**src/rtl/seq_pkg.sv**
```systemverilog
// Shared types and default sizes for the serial pattern transmitter.
// The parity option is selected with the SEQ_TX_PARITY_EN macro in the top module.
package seq_pkg;

    localparam int unsigned PAT_W_DEF = 8;
    localparam int unsigned LEN_W_DEF = 4;
    localparam int unsigned REP_W_DEF = 4;
    localparam int unsigned GAP_DEF   = 2;

    typedef enum logic [2:0] {
        StIdle,
        StShift,
        StPar,
        StGap,
        StDone
    } seq_state_e;

    // Counter width able to hold n, never narrower than one bit.
    function automatic int unsigned cnt_width(input int unsigned n);
        return (n > 1) ? $clog2(n + 1) : 1;
    endfunction

endpackage

```
**src/rtl/seq_pattern_tx_if.sv**
```systemverilog
// Frame request / serial output bundle of the pattern transmitter.
interface seq_pattern_tx_if
    import seq_pkg::*;
#(
    parameter int unsigned PAT_W = PAT_W_DEF,
    parameter int unsigned LEN_W = LEN_W_DEF,
    parameter int unsigned REP_W = REP_W_DEF
);

    logic             start;
    logic [PAT_W-1:0] pat;
    logic [LEN_W-1:0] len;
    logic [REP_W-1:0] reps;
    logic             ready;
    logic             dout;
    logic             dout_vld;
    logic             done;

    modport master (
        output start, pat, len, reps,
        input  ready, dout, dout_vld, done
    );

    modport slave (
        input  start, pat, len, reps,
        output ready, dout, dout_vld, done
    );

endinterface

```
**src/rtl/seq_tx_shifter.sv**
```systemverilog
// Loadable left-shift register with a remaining-bit counter; msb is the bit on the line.
module seq_tx_shifter #(
    parameter int unsigned PAT_W = 8,
    parameter int unsigned LEN_W = 4
) (
    input  logic             clk,
    input  logic             rst_n,
    input  logic             load,
    input  logic             shift,
    input  logic [PAT_W-1:0] load_val,
    input  logic [LEN_W-1:0] load_cnt,
    output logic             msb,
    output logic             last
);

    logic [PAT_W-1:0] sr_q;
    logic [LEN_W-1:0] cnt_q;

    always_ff @(posedge clk or negedge rst_n) begin
        if (!rst_n) begin
            sr_q  <= '0;
            cnt_q <= '0;
        end else if (load) begin
            sr_q  <= load_val;
            cnt_q <= load_cnt;
        end else if (shift) begin
            sr_q <= sr_q << 1;
            if (cnt_q != '0) begin
                cnt_q <= cnt_q - LEN_W'(1);
            end
        end
    end

    assign msb  = sr_q[PAT_W-1];
    assign last = (cnt_q == LEN_W'(1));

endmodule

```
**src/rtl/seq_pattern_tx.sv**
```systemverilog
// Serial bit-pattern transmitter: sends a len-bit window of pat MSB-first, reps times, GAP apart.
// Define SEQ_TX_PARITY_EN to append an even-parity bit after every repetition.
module seq_pattern_tx
    import seq_pkg::*;
#(
    parameter int unsigned PAT_W = PAT_W_DEF,
    parameter int unsigned LEN_W = LEN_W_DEF,
    parameter int unsigned REP_W = REP_W_DEF,
    parameter int unsigned GAP   = GAP_DEF
) (
    input logic             clk,
    input logic             rst_n,
    seq_pattern_tx_if.slave bus
);

    localparam int unsigned GAP_CW = cnt_width(GAP);

    seq_state_e        state_q, state_d;
    logic [PAT_W-1:0]  pat_q, pat_d;
    logic [LEN_W-1:0]  len_q, len_d;
    logic [REP_W-1:0]  rep_q, rep_d;
    logic [GAP_CW-1:0] gap_q, gap_d;
    logic              ready_q, vld_q, done_q;
`ifdef SEQ_TX_PARITY_EN
    logic              par_q, par_d;
`endif

    logic              sh_load, sh_shift, sh_msb, sh_last;
    logic [PAT_W-1:0]  sh_val;
    logic [LEN_W-1:0]  sh_cnt;

    logic [LEN_W-1:0]  len_in;
    logic [PAT_W-1:0]  pat_in;
    seq_state_e        er_state;
    logic              er_reload;

    // Clamp the length and left-align the window so its first bit sits in the MSB.
    always_comb begin
        len_in = (32'(bus.len) > PAT_W) ? LEN_W'(PAT_W) : bus.len;
        pat_in = bus.pat << (LEN_W'(PAT_W) - len_in);
    end

    // Where to go once a repetition (including any parity bit) has been sent.
    always_comb begin
        er_state  = StDone;
        er_reload = 1'b0;
        if (rep_q > REP_W'(1)) begin
            if (GAP > 0) begin
                er_state = StGap;
            end else begin
                er_state  = StShift;
                er_reload = 1'b1;
            end
        end
    end

    always_comb begin
        state_d  = state_q;
        pat_d    = pat_q;
        len_d    = len_q;
        rep_d    = rep_q;
        gap_d    = gap_q;
`ifdef SEQ_TX_PARITY_EN
        par_d    = par_q;
`endif
        sh_load  = 1'b1;
        sh_shift = 1'b0;
        sh_val   = '0;
        sh_cnt   = '0;
        unique case (state_q)
            StIdle, StDone: begin
                state_d = StIdle;
                if (bus.start) begin
                    pat_d = pat_in;
                    len_d = len_in;
                    rep_d = (bus.reps == '0) ? REP_W'(1) : bus.reps;
`ifdef SEQ_TX_PARITY_EN
                    par_d = ^pat_in;
`endif
                    if (len_in == '0) begin
                        state_d = StDone;
                    end else begin
                        state_d = StShift;
                        sh_val  = pat_in;
                        sh_cnt  = len_in;
                    end
                end
            end
            StShift: begin
                if (!sh_last) begin
                    sh_load  = 1'b0;
                    sh_shift = 1'b1;
                end else begin
`ifdef SEQ_TX_PARITY_EN
                    state_d = StPar;
                    sh_val  = PAT_W'(par_q) << (PAT_W - 1);
`else
                    state_d = er_state;
                    rep_d   = rep_q - REP_W'(1);
                    gap_d   = GAP_CW'(GAP);
                    if (er_reload) begin
                        sh_val = pat_q;
                        sh_cnt = len_q;
                    end
`endif
                end
            end
`ifdef SEQ_TX_PARITY_EN
            StPar: begin
                state_d = er_state;
                rep_d   = rep_q - REP_W'(1);
                gap_d   = GAP_CW'(GAP);
                if (er_reload) begin
                    sh_val = pat_q;
                    sh_cnt = len_q;
                end
            end
`endif
            StGap: begin
                if (gap_q <= GAP_CW'(1)) begin
                    state_d = StShift;
                    sh_val  = pat_q;
                    sh_cnt  = len_q;
                end else begin
                    gap_d = gap_q - GAP_CW'(1);
                end
            end
            default: state_d = StIdle;
        endcase
    end

    // Outputs are registered from the next state so they line up with the shifter MSB.
    always_ff @(posedge clk or negedge rst_n) begin
        if (!rst_n) begin
            state_q <= StIdle;
            pat_q   <= '0;
            len_q   <= '0;
            rep_q   <= '0;
            gap_q   <= '0;
`ifdef SEQ_TX_PARITY_EN
            par_q   <= 1'b0;
`endif
            ready_q <= 1'b1;
            vld_q   <= 1'b0;
            done_q  <= 1'b0;
        end else begin
            state_q <= state_d;
            pat_q   <= pat_d;
            len_q   <= len_d;
            rep_q   <= rep_d;
            gap_q   <= gap_d;
`ifdef SEQ_TX_PARITY_EN
            par_q   <= par_d;
`endif
            ready_q <= (state_d == StIdle) || (state_d == StDone);
            vld_q   <= (state_d == StShift) || (state_d == StPar);
            done_q  <= (state_d == StDone);
        end
    end

    seq_tx_shifter #(
        .PAT_W(PAT_W),
        .LEN_W(LEN_W)
    ) u_shifter (
        .clk     (clk),
        .rst_n   (rst_n),
        .load    (sh_load),
        .shift   (sh_shift),
        .load_val(sh_val),
        .load_cnt(sh_cnt),
        .msb     (sh_msb),
        .last    (sh_last)
    );

    assign bus.ready    = ready_q;
    assign bus.dout     = sh_msb;
    assign bus.dout_vld = vld_q;
    assign bus.done     = done_q;

endmodule

```
**src/flat_wrapper.sv**
```systemverilog
// flat-port wrapper written by rule: the top's interface ports become plain ports
module seq_pattern_tx_flat import seq_pkg::*;
#(
    parameter int unsigned PAT_W = PAT_W_DEF,
    parameter int unsigned LEN_W = LEN_W_DEF,
    parameter int unsigned REP_W = REP_W_DEF,
    parameter int unsigned GAP   = GAP_DEF
)
  (clk, rst_n, bus_start, bus_pat, bus_len, bus_reps, bus_ready, bus_dout, bus_dout_vld, bus_done);
  seq_pattern_tx_if #(.PAT_W(PAT_W), .LEN_W(LEN_W), .REP_W(REP_W)) bus_i ();
  input logic clk;
  input logic rst_n;
  input wire logic [$bits(bus_i.start)-1:0] bus_start;
  input wire logic [$bits(bus_i.pat)-1:0] bus_pat;
  input wire logic [$bits(bus_i.len)-1:0] bus_len;
  input wire logic [$bits(bus_i.reps)-1:0] bus_reps;
  output wire logic [$bits(bus_i.ready)-1:0] bus_ready;
  output wire logic [$bits(bus_i.dout)-1:0] bus_dout;
  output wire logic [$bits(bus_i.dout_vld)-1:0] bus_dout_vld;
  output wire logic [$bits(bus_i.done)-1:0] bus_done;
  assign bus_i.start = bus_start;
  assign bus_i.pat = bus_pat;
  assign bus_i.len = bus_len;
  assign bus_i.reps = bus_reps;
  assign bus_ready = bus_i.ready;
  assign bus_dout = bus_i.dout;
  assign bus_dout_vld = bus_i.dout_vld;
  assign bus_done = bus_i.done;
  seq_pattern_tx #(.PAT_W(PAT_W), .LEN_W(LEN_W), .REP_W(REP_W), .GAP(GAP)) u_core (.clk(clk), .rst_n(rst_n), .bus(bus_i));
endmodule
```
**config.mk**
```make
export PLATFORM = sky130hd
export DESIGN_NAME = seq_pattern_tx_flat
export DESIGN_NICKNAME = d
export VERILOG_FILES = /design/src/rtl/seq_pkg.sv /design/src/rtl/seq_pattern_tx_if.sv /design/src/rtl/seq_tx_shifter.sv /design/src/rtl/seq_pattern_tx.sv /design/src/flat_wrapper.sv
export SDC_FILE = /design/constraint.sdc
export NUM_CORES = 1
export LEC_CHECK = 0
export CELL_PAD_IN_SITES_DETAIL_PLACEMENT = 1
export CELL_PAD_IN_SITES_GLOBAL_PLACEMENT = 2
export CORE_UTILIZATION = 32
export DETAILED_ROUTE_END_ITERATION = 8
export GPL_TIMING_DRIVEN = 0
export PLACE_DENSITY_LB_ADDON = 0.1
export SYNTH_ARGS = -nofsm -noshare
export SYNTH_HDL_FRONTEND = slang
export SYNTH_HIERARCHICAL = 1
export SYNTH_SLANG_ARGS = --single-unit
```
**constraint.sdc**
```tcl
create_clock -name clk -period 1.8 [get_ports clk]
set_input_delay 0.45 -clock clk [delete_from_list [all_inputs] [get_ports clk]]
set_output_delay 0.45 -clock clk [all_outputs]
set_load 0.03 [all_outputs]
```
; Yosys cells after proc, flatten, opt, wreduce, memory -nomap -nowiden
; Index checks and enable logic that the tools add are counted.
[word_totals]
register_bits = 36
in_bits = 19
out_inout_bits = 4
elab_cells = 75
[classes]
addsub = 4
order_cmp = 3
n_eq_ne = 10
n_shift = 1
mux = 31
reduce_logical = 16
[op_table]
columns = operator, n
row1 = 4-bit 2-to-1 mux, 10
row2 = 8-bit 2-to-1 mux, 5
row3 = 4-bit one-hot mux with 2 select lines, 2
row4 = 8-bit one-hot mux with 2 select lines, 1
row5 = 3-bit 2-to-1 mux, 5
row6 = 3-bit one-hot mux with 3 select lines, 1
row7 = 4-bit zero test, 2
row8 = 2-bit nonzero test, 4
row9 = 8-bit by 4-bit left shift with 8-bit output, 1
row10 = 4-bit by 1-bit subtractor with 4-bit output (second input constant), 2
row11 = 3-bit by 1-bit == test with 1-bit output (second input constant), 2
row12 = 3-bit by 2-bit == test with 1-bit output (second input constant), 2
row13 = 3-bit == test (second input constant), 2
row14 = 3-bit zero test, 2
row15 = 3-bit AND reduction, 2
row16 = 4-bit by 1-bit == test with 1-bit output (second input constant), 1
row17 = 4-bit by 1-bit > comparator with 1-bit output (second input constant), 1
row18 = 4-bit > comparator (second input constant), 1
row19 = 1-bit 2-to-1 mux, 4
row20 = 2-bit 2-to-1 mux, 2
row21 = 2-bit inequality test (second input constant), 2
row22 = 2-bit one-hot mux with 2 select lines, 1
row23 = 2-bit AND reduction, 2
row24 = 4-bit nonzero test, 1
row25 = other kinds (6), 7

; Depth between registers and ports, before layout
[logic_depth]
depth_word = 8
ltp_mapped = 11
mapped_depth_nobuf = 9

; Cells and area by module
; The synthesis kept the hierarchy.
[modules_own_cells]
columns = module, instances, cells_per_inst, area_each_um2, seq_area_each_um2
row1 = seq_pattern_tx, 1, 165, 1517.7, 601.8
row2 = seq_tx_shifter, 1, 67, 651.9, 300.3

; Worst setup path after synthesis
; Ideal clock, no wire load.
[synth_path]
kind = input -> register
startpoint = in bus_len[0]
endpoint = reg u_core.u_shifter.sr_q[2]
arrival_time_ps = 2079
t_required_ps = 1666
setup_slack_ps = -413
cell_stages = 10
cell_sequence = nor2b_2 buf_6 inv_1 ha_1 or3b_2 nand2_1 nor2b_1 a22o_1 nand2_1 o21ai_0
[synth_via]
elab_chain_len = 8
[synth_rtl]
columns = item, line_no
row1 = from (decl), flat_wrapper.sv:15  ; input wire logic [$bits(bus_i.len)-1:0] bus_len;
row2 = 4-bit > comparator, seq_pattern_tx.sv:39  ; len_in = (32'(bus.len) > PAT_W) ? LEN_W'(PAT_W) : bus.len;
row3 = 4-bit 2-to-1 mux *, seq_pattern_tx.sv:39
row4 = 4-bit subtractor, seq_pattern_tx.sv:40  ; pat_in = bus.pat << (LEN_W'(PAT_W) - len_in);
row5 = 8-bit by 4-bit left shift with 8-bit output, seq_pattern_tx.sv:40
row6 = 8-bit 2-to-1 mux *, seq_pattern_tx.sv:80  ; if (len_in == '0) begin
row7 = 8-bit 2-to-1 mux *, seq_pattern_tx.sv:73  ; if (bus.start) begin
row8 = 8-bit one-hot mux with 2 select lines *, seq_pattern_tx.sv:70  ; unique case (state_q)
row9 = via u_core.sh_val[2], seq_pattern_tx.sv:29  ; logic [PAT_W-1:0] sh_val;
row10 = 8-bit 2-to-1 mux *, seq_tx_shifter.sv:23  ; end else if (load) begin
row11 = to (signal assigned), seq_tx_shifter.sv:24  ; sr_q <= load_val;
row12 = to (signal assigned), seq_tx_shifter.sv:27  ; sr_q <= sr_q << 1;
row13 = to (decl), seq_tx_shifter.sv:16  ; logic [PAT_W-1:0] sr_q;
; Mark *: on every way through the listed nets, which the timed path passes. The rest lies on a longest branch.
; A chain may end at the register's enable or synchronous reset.

; Final worst setup path
[layout_path]
startpoint = in bus_len[3]
endpoint = reg u_core.u_shifter.sr_q[7]
; Same word-level chain as after synthesis.

==> summary.md <==
| Metric | Value |
|---|---|
| Clock network power share | 0.146 |
| Top Ports | 23 |
| Comb power frac | 0.532 |
| DIE HEIGHT | 84.3 µm |
| Via count | 1890 |
| Post-synth top flop | dfrtp_1 |
| CTS Buf Count | 5 |
| Syn_area_per_cell | 9.35 µm² |
| Number of setup violations in the final report | 0 |
| PnR worst setup slack | 0.00781 ns |
| DRT Pass-1 Iters | 4 |
| Number of synthesis warnings | 6 |
| Post-synth EDFFs | 0 |
| RSZ-0062 raised after global routing | yes |
| Sequential-to-total area share from yosys stat | 0.416 |
| Die width | 84.3 µm |
| Vias per cell | 5.26 |
| P_sw | 1.77 mW |
| CTS tree | done |
| Synth Register Bits | 36 |
| Initial cell density of the core | 0.336 |
| Area grow syn2layout | 39.5% |
| HPWL Detailed | 4060 µm |
| Detailed-route DRC error count | 0 |
| Slowest cell on crit path | mux4_2 |
| R2r setup slk | 0.10 ns |
| Post-synthesis cell area | 0.00217 mm² |
| # diodes | 0 |
| Peak VDD IR | 0.000698 V |
| Final Hold Vio Count | 0 |
| Status | complete, no violations |
| Max-cap violation count | 0 |
| Design Power | 4.38 mW |
| Crit path required time | 1.97 ns |
| Synthesized net count | 258 |
| Initial antenna violation count | 0 |
| Max-Slew Margin vs Limit | 0.424 |
| Port bufs | 22 |
| Total grt overflow | 0 |
| Fin cells | 359 |
| Placed instance area | 0.00254 mm² |
| Die area | 0.00711 mm² |
| Dpl ws | -1.12 ns |
| Final #Nets | 307 |
| Clk sink count | 36 |
| Finished Cell Area | 0.00303 mm² |
| Core Region | 0.00646 mm² |
| Lkg Pwr | 1.34 nW |
| Async SR Flop Fraction | 1.00 |
| Crit path DAT | 1.97 ns |
| Clock skew | 0.00265 ns |
| Tmin final | 1.79 ns |
| Crit Path Max Fanout | 5 |
| Max Slew Vio Count | 0 |
| Routability Congestion | 0.727 |
| Final WL | 5980 µm |
| CP startpoint kind | input port |
| Worst setup path class | in2reg |
| Vias in the first global route | 2067 |
| Layout cell share with drive strength beyond 1 | 0.312 |
| Longest Clk Path Bufs | 2 |
| Max Fclk | 0.558 GHz |
| Routed WL per cell | 16.6 µm |
| First-pass GRT wire length | 10200 µm |
| Seq pwr share | 0.322 |
| Post-Syn Instances | 232 |
| 1st-iter DRT viols | 84 |
| Cell Chain, Critical Path | buf_12, nor2b_4, buf_6, inv_8, ha_4, buf_12, mux4_2, a22oi_2, o21ai_1, nand2_1, o21ai_1 |
| Placed instance count | 331 |
| H-tree levels | 2 |
| Cell variety after synth | 49 |
| Internal power | 2.61 mW |
| GRT Resource Usage Total | 0.182 |
| Critical Path Sink Type | register |
| Pin slew with the least headroom to its limit | 0.864 ns |
| Root buffer cell | clkbuf_8 |
| Row count | 29 |
| Largest net degree at the start of global routing | 37 |
| Post-layout util | 0.469 |
| PwrDens | 1450 mW/mm² |
| Net Sw Frac | 0.405 |
| Class of the worst hold path | in2async |
| Max stage delay on crit path | 0.35 ns |
| Post-route ant nets | 0 |
| Clock transition at the registers of the reported paths | 0.07 ns |
| Fin crit share | 0.996 |
| Worst-Skew Late Latency | 0.28 ns |
==> stage by stage <==
stage,hold WS (ns),TNS (ns)
global route,0.343,-0.190
detailed placement,0.463,-21.83
CTS,0.305,-0.00717
floorplan,0.154,-0.773
global placement,0.453,-45.84
finish,0.265,0
==> final cells by class <==
type                    count  area [µm²]
repair buffers             45         425
flip-flops and latches     36         903
multi-input cells         173        1370
plain buffers               9        82.6
clock buffers               8         100
fillers                   750        3430
well taps                  77        96.3
inverters                  11        51.3
==> power by group through the flow <==
stage	sequential (mW)	combinational, mW	clock, mW
after global placement	1.38	1.86	0
final	1.41	2.33	0.638
after global routing	1.46	2.59	0.691
after CTS	1.40	2.09	0.658
after floorplan	1.40	1.31	0
after detailed placement	1.39	1.88	0
==> worst paths after layout <==
check	to	start	depth (start not counted)
max in group asynchronous	u_core/state_q[0]$_DFF_PN0_	rst_n	1
worst max register to register	u_core/u_shifter/cnt_q[3]$_DFFE_PN0P_	u_core/u_shifter/cnt_q[1]$_DFFE_PN0P_	7
worst min register to register	u_core/pat_q[3]$_DFFE_PN0P_	u_core/pat_q[3]$_DFFE_PN0P_	2
worst min-delay path	u_core/u_shifter/cnt_q[3]$_DFFE_PN0P_	rst_n	1
worst max-delay path	u_core/u_shifter/sr_q[7]$_DFFE_PN0P_	bus_len[3]	11
min in group clk	u_core/pat_q[3]$_DFFE_PN0P_	u_core/pat_q[3]$_DFFE_PN0P_	2
==> state kept, by name, summed over array words and instances, names as in the netlist <==
register and count:
u_core/bus.done 1, u_core/u_shifter/cnt_q 4, u_core/pat_q 8, u_core/len_q 4, u_core/rep_q 4, u_core/bus.ready 1
u_core/u_shifter/sr_q 8, u_core/gap_q 2, u_core/state_q 3, u_core/bus.dout_vld 1
==> routing by layer <==
layer,track usage,part of all wire
met2,0.308,0.48
met5,0,0
met4,0.0508,0.013
met1,0.237,0.48
met3,0.0354,0.029
==> cells in the final DEF (no fill, tap or decap), types with 3 or more instances in the layout <==
master / Yosys / final
dlymetal6s2s_1: 0 / 3
nor3_1: 3 / 3
buf_4: 1 / 17
nand2_1: 45 / 42
mux4_2: 4 / 4
clkbuf_8: 0 / 8
or3b_4: 1 / 3
nand2b_4: 0 / 3
buf_6: 1 / 9
o21ai_0: 24 / 16
clkdlybuf4s50_1: 0 / 14
nor2_1: 8 / 6
o211ai_1: 4 / 4
o22ai_1: 3 / 3
nand3_1: 5 / 5
mux2i_1: 10 / 8
nand2b_1: 6 / 3
inv_1: 11 / 7
o21ai_1: 5 / 12
dfrtp_1: 35 / 34
ha_1: 7 / 5
a21oi_1: 6 / 6
==> Yosys cell counts, drive strengths merged, types with 2 or more instances <==
cell type,instances,area share
clkbuf,9,0.016
nand3,5,0.012
o21ai,29,0.067
dfrtp,35,0.40
buf,3,0.011
a22oi,3,0.013
inv,11,0.019
ha,7,0.040
o21bai,2,0.0069
o31ai,4,0.014
nor3,3,0.0069
nor2b,5,0.016
and2b,2,0.0069
o311ai,2,0.0081
nor3b,3,0.013
or3b,3,0.013
mux4,5,0.054
nand2b,6,0.017
nand2,45,0.078
mux2i,10,0.046
o211ai,4,0.014
o22ai,3,0.0087
a21oi,6,0.014
nor2,8,0.014
a22o,2,0.0081
xnor2,2,0.0081
==> cells by family (layout without fill, tap and decap cells) <==
group	Yosys count	count (layout)	share of synthesized area
simple gates	85	85	0.195
compound gates	64	64	0.195
flops	36	36	0.416
buf+inv	23	73	0.0456
mux	15	15	0.0998
fa+ha+maj	7	7	0.0404
xor+xnor	2	2	0.00808
==> worst max-delay path, delay by kind of cell <==
family                   cells  cell delay [ns]
AO/OA/AOI/OAI                3             0.37
adder cells (fa/ha/maj)      1             0.27
buffers and inverters        4             0.36
multiplexers                 1             0.35
AND/OR/NAND/NOR              2             0.15
==> what timing repair did <==
item | in CTS | in global routing
cloned | 0 | 1
pin swaps | 9 | 5
endpoints found under the hold margin | 0 | 0
buffers inserted | 19 | 3
hold buffers | 0 | 0
resized for setup | 55 | 32
setup endpoints to repair | 34 | 20
Note: power is estimated with default switching activity, not from simulation.
